File: config.mk
export PLATFORM = sky130hd
export DESIGN_NAME = queue_write_packer
export DESIGN_NICKNAME = d
export VERILOG_FILES = /design/src/rtl/queue_write_packer.sv
export SDC_FILE = /design/constraint.sdc
export NUM_CORES = 1
export LEC_CHECK = 0
export CAP_MARGIN = 25
export CORE_ASPECT_RATIO = 2
export CORE_MARGIN = 5
export CORE_UTILIZATION = 52
export CTS_CLUSTER_SIZE = 30
export DETAILED_ROUTE_END_ITERATION = 6
export PLACE_DENSITY = 0.88
export SLEW_MARGIN = 20
export SYNTH_ARGS = -nofsm -noshare
export SYNTH_HDL_FRONTEND = slang
export SYNTH_SLANG_ARGS = --single-unit
export TNS_END_PERCENT = 10
File: constraint.sdc
create_clock -name clk -period 3.9 [get_ports clk]
set_input_delay 0.78 -clock clk [delete_from_list [all_inputs] [get_ports clk]]
set_output_delay 0.78 -clock clk [all_outputs]
set_load 0.02 [all_outputs]
File: src/rtl/queue_write_packer.sv
// queue_write_packer: packs DATA_IN_WIDTH beats LSB-first into Q_DATA_WIDTH words and
// presents them to a stallable queue through a single holding register.
// Optional build macro QUEUE_WRITE_PACKER_STATS_EN adds word_count / pad_count outputs.
module queue_write_packer #(
  parameter int unsigned Q_DATA_WIDTH  = 128,
  parameter int unsigned DATA_IN_WIDTH = 64
) (
  input  logic                     clk,
  input  logic                     rst,
  input  logic                     in_valid,
  input  logic [DATA_IN_WIDTH-1:0] in_data,
  output logic                     in_ready,
  input  logic                     flush,
  output logic                     flush_busy,
  output logic                     write_en,
  output logic [Q_DATA_WIDTH-1:0]  data_in,
  input  logic                     waitrequest
`ifdef QUEUE_WRITE_PACKER_STATS_EN
  ,
  output logic [15:0]              word_count,
  output logic [15:0]              pad_count
`endif
);

  localparam int unsigned Ratio = Q_DATA_WIDTH / DATA_IN_WIDTH;
  localparam int unsigned LaneW = (Ratio > 1) ? $clog2(Ratio) : 1;
  localparam logic [LaneW-1:0] LastLane = LaneW'(Ratio - 1);

  logic [LaneW-1:0]        lane_q, lane_d;
  logic [Q_DATA_WIDTH-1:0] asm_q, asm_d;
  logic                    hold_valid_q, hold_valid_d;
  logic [Q_DATA_WIDTH-1:0] hold_data_q, hold_data_d;
  logic                    flush_busy_q, flush_busy_d;

  logic                    transfer;
  logic                    hold_free;
  logic                    accept;
  logic                    flush_load;
  logic [Q_DATA_WIDTH-1:0] pad_word;

  // Handshake decode; everything is held quiet while reset is asserted.
  always_comb begin
    transfer   = rst && hold_valid_q && !waitrequest;
    hold_free  = !hold_valid_q || transfer;
    // Last lane can only be accepted if the completed word has somewhere to go.
    in_ready   = rst && !flush_busy_q && !((lane_q == LastLane) && !hold_free);
    accept     = in_valid && in_ready;
    flush_load = flush_busy_q && hold_free;
    write_en   = rst && hold_valid_q;
    data_in    = rst ? hold_data_q : '0;
    flush_busy = flush_busy_q;
  end

  // Partial word with lanes at or above lane_q forced to zero.
  always_comb begin
    pad_word = '0;
    for (int unsigned i = 0; i < Ratio; i++) begin
      if (i < 32'(lane_q)) begin
        pad_word[i*DATA_IN_WIDTH +: DATA_IN_WIDTH] = asm_q[i*DATA_IN_WIDTH +: DATA_IN_WIDTH];
      end
    end
  end

  // Next-state: beat assembly, word hand-off to holding, flush sequencing.
  always_comb begin
    lane_d       = lane_q;
    asm_d        = asm_q;
    hold_valid_d = hold_valid_q && !transfer;
    hold_data_d  = hold_data_q;
    flush_busy_d = flush_busy_q;

    if (accept) begin
      for (int unsigned i = 0; i < Ratio; i++) begin
        if (lane_q == LaneW'(i)) begin
          asm_d[i*DATA_IN_WIDTH +: DATA_IN_WIDTH] = in_data;
        end
      end
      if (lane_q == LastLane) begin
        hold_valid_d = 1'b1;
        hold_data_d  = asm_d;
        asm_d        = '0;
        lane_d       = '0;
      end else begin
        lane_d = lane_q + 1'b1;
      end
    end

    // No beat can be accepted while a flush is pending, so the two loads never collide.
    if (flush_busy_q) begin
      if (flush_load) begin
        hold_valid_d = 1'b1;
        hold_data_d  = pad_word;
        asm_d        = '0;
        lane_d       = '0;
        flush_busy_d = 1'b0;
      end
    end else if (flush && (lane_d != '0)) begin
      flush_busy_d = 1'b1;
    end
  end

  // State registers with synchronous active-low reset.
  always_ff @(posedge clk) begin
    if (!rst) begin
      lane_q       <= '0;
      asm_q        <= '0;
      hold_valid_q <= 1'b0;
      hold_data_q  <= '0;
      flush_busy_q <= 1'b0;
    end else begin
      lane_q       <= lane_d;
      asm_q        <= asm_d;
      hold_valid_q <= hold_valid_d;
      hold_data_q  <= hold_data_d;
      flush_busy_q <= flush_busy_d;
    end
  end

`ifdef QUEUE_WRITE_PACKER_STATS_EN
  logic [15:0] word_count_q, pad_count_q;

  // Free-running wrap-around counters of transfers and padded flush words.
  always_ff @(posedge clk) begin
    if (!rst) begin
      word_count_q <= '0;
      pad_count_q  <= '0;
    end else begin
      if (transfer) word_count_q <= word_count_q + 16'd1;
      if (flush_load) pad_count_q <= pad_count_q + 16'd1;
    end
  end

  assign word_count = word_count_q;
  assign pad_count  = pad_count_q;
`endif

endmodule

==> impl_metrics.json <==
{
  "drive_gt1_share_pct": 5.71,
  "ctsLongestPathBuffers": 2,
  "yosysMostFrequentCell": "dfxtp_1",
  "reg2regPathDepth": 5,
  "hp-class": "register to register",
  "drv_cap": 0,
  "fin_ws_ns": 0.761,
  "critPathMaxFanout": 5,
  "wl_per_cell_um": 19.0,
  "leakage_nw": 4.31,
  "slew_viol_final": 0,
  "htreeDepth": 4,
  "cp-start-kind": "input pin",
  "synth_top_cell_by_area": "dfxtp_1",
  "viasPerCell": 5.77,
  "clock_skew_ns": 0.00916,
  "tns_ns": 0,
  "fp.coreArea_um2": 15200,
  "dr.pass1.iters": 4,
  "finalHoldViolCount": 0,
  "syn_to_final_growth_pct": 32.0,
  "fin_total_pwr_mw": 4.32,
  "critical_path.slowest_cell": "clkdlybuf4s50_1",
  "fmax_mhz": 319,
  "fin_hold_ws_ns": 0.465,
  "ios": 200,
  "peakVddDrop_mv": 0.327,
  "min_period_ns": 3.14,
  "rsz0062_at_grt": "no",
  "holdBufCountCts": 0,
  "grt_usage_pct": 24.2,
  "worst_setup_path_end_kind": "output pin",
  "synth_cell_types": 29,
  "yosys.area.top_type_share_pct": 48.6,
  "worstMarginPinSlew_ns": 0.811,
  "grt-ovfl-total": 0,
  "status": "complete, no violations",
  "hpwl_um": 14300,
  "synth_commonest_cells": "195 x dfxtp_1, 126 x and2_1, 65 x nand2b_1, 65 x nor3b_1",
  "rows": 64,
  "ys_seq_elements": 195,
  "power.density_nw_per_um2": 407,
  "place_inst": 1147,
  "clock_sinks": 195,
  "port_buffers": 199,
  "grt_max_degree": 89,
  "critPathMaxStageDelay_ns": 0.63,
  "insertion_delay_ns": 0.43,
  "synth-main-ff-cell": "dfxtp_1",
  "cts_buffers": 17,
  "path_class": "input pin to output pin",
  "arrival_ns": 2.36,
  "final_core_util_pct": 69.7,
  "cts_tree": "built",
  "cts_setup_buffers": 0,
  "synth_area_leaders": "dfxtp_1 49%, and2_1 9.8%, a41o_1 8.0%",
  "required_ns": 3.12,
  "final_nets": 1037,
  "place_ws_ns": 0.766,
  "dieArea_um2": 18200,
  "fin_cells": 1180,
  "place_area_um2": 10000,
  "routed_wl_um": 22400,
  "root_buffer": "clkbuf_16",
  "antenna_found_initial": 1,
  "drc": 0,
  "initial_utilization_pct": 52.8,
  "grt_pass1_wl_um": 35400,
  "min_path_cells": 2,
  "post_cts_resized": 0,
  "fin_area_um2": 10600,
  "ys_async_sr_fraction_pct": 0,
  "seq_area_frac_synth_pct": 48.6,
  "gp_congestion": 0.809,
  "yosys_warnings": 0,
  "avgSynthCellArea_um2": 9.72,
  "finalSetupViolCount": 0,
  "path_cells": "clkdlybuf4s50_1 > and3_1 > nor3b_1 > clkdlybuf4s50_1",
  "die_width_um": 97.9,
  "synth_edf_count": 0,
  "fillers": 1157,
  "syn_nets": 896,
  "syn-cell-area_um2": 8040,
  "grt_pass1_vias": 6743,
  "cpMostUsedCell": "clkdlybuf4s50_1",
  "die_h_um": 186,
  "cts.clk_slew.worst_paths_ns": 0.07,
  "drtIter0Drc": 362,
  "ant_nets": 0,
  "period_share_pct": 80.5,
  "slew_headroom_pct": 45.9,
  "dr_total_vias": 6804,
  "netlist_instances": 827
}
## flip-flops by register name, indices dropped and copies added, names as in the netlist
register	flops
asm_q	64
flush_busy	1
hold_valid_q	1
lane_q	1
hold_data_q	128
## power breakdown
part	total [mW]	switching [mW]	internal (mW)
combinational	0.472	0.261	0.211
clock	1.73	0.806	0.923
sequential	2.12	0.0416	2.08
total	4.32	1.11	3.21
## layout by cell type (no fill, tap or decap), drive strengths merged
master         instances
clkdlybuf4s50        198
nand3b                 1
a41o                  64
clkbuf                19
nand2b                65
o21a                   3
o2bb2ai                5
and3                   1
and4b                  1
nor2                   1
a21oi                  2
a21boi                 2
nand2                  7
bufinv                 1
nor3b                 65
and2                 126
nand3                 64
clkinv                 3
inv                   14
diode                  1
o31a                   1
a22o                  59
o211ai                 1
o21ai                 64
a31oi                  1
clkinvlp               1
buf                   16
dfxtp                195
or2                    1
## worst max-delay path, delay by kind of cell
kind | cells | cell delay, ns
simple gates | 2 | 0.43
buf+inv | 2 | 1.15
## final cells by class
type | instances | area, um^2 | share of cell area (%)
Antenna cell | 1 | 2.50 | 0.0236
Clock buffer | 19 | 443 | 4.18
Clock inverter | 13 | 138 | 1.30
Inverter | 6 | 22.5 | 0.212
Multi-Input combinational cell | 534 | 3680 | 34.7
Sequential cell | 195 | 3910 | 36.8
Tap cell | 198 | 248 | 2.34
Timing Repair Buffer | 214 | 2160 | 20.4
## metal layers
layer / up-vias / share of wire, % / track usage, %
met5: - / 0 / 0
met4: 0 / 4.7 / 13.3
met3: 56 / 4.2 / 3.71
met2: 234 / 53 / 43.7
met1: 3272 / 38 / 26.9
li1: 3242 / - / -
## final timing paths
| check | startpoint | endpoint | slack [ns] |
|---|---|---|---|
| max reg2reg | lane_q$_SDFF_PN0_ | hold_data_q[64]$_SDFF_PN0_ | 1.54 |
| min | hold_data_q[3]$_SDFF_PN0_ | hold_data_q[3]$_SDFF_PN0_ | 0.46 |
| max | waitrequest | in_ready | 0.76 |
| min reg2reg | hold_data_q[3]$_SDFF_PN0_ | hold_data_q[3]$_SDFF_PN0_ | 0.46 |
## logic make-up (layout without fill, tap and decap cells)
group | Yosys count | count (layout) | synth area share (%)
other cells | 0 | 1 | 0
flops | 195 | 195 | 48.6
buf+inv | 98 | 252 | 5.85
simple gates | 332 | 332 | 25.7
compound gates | 202 | 202 | 19.9
(Power assumes the default switching activity.)
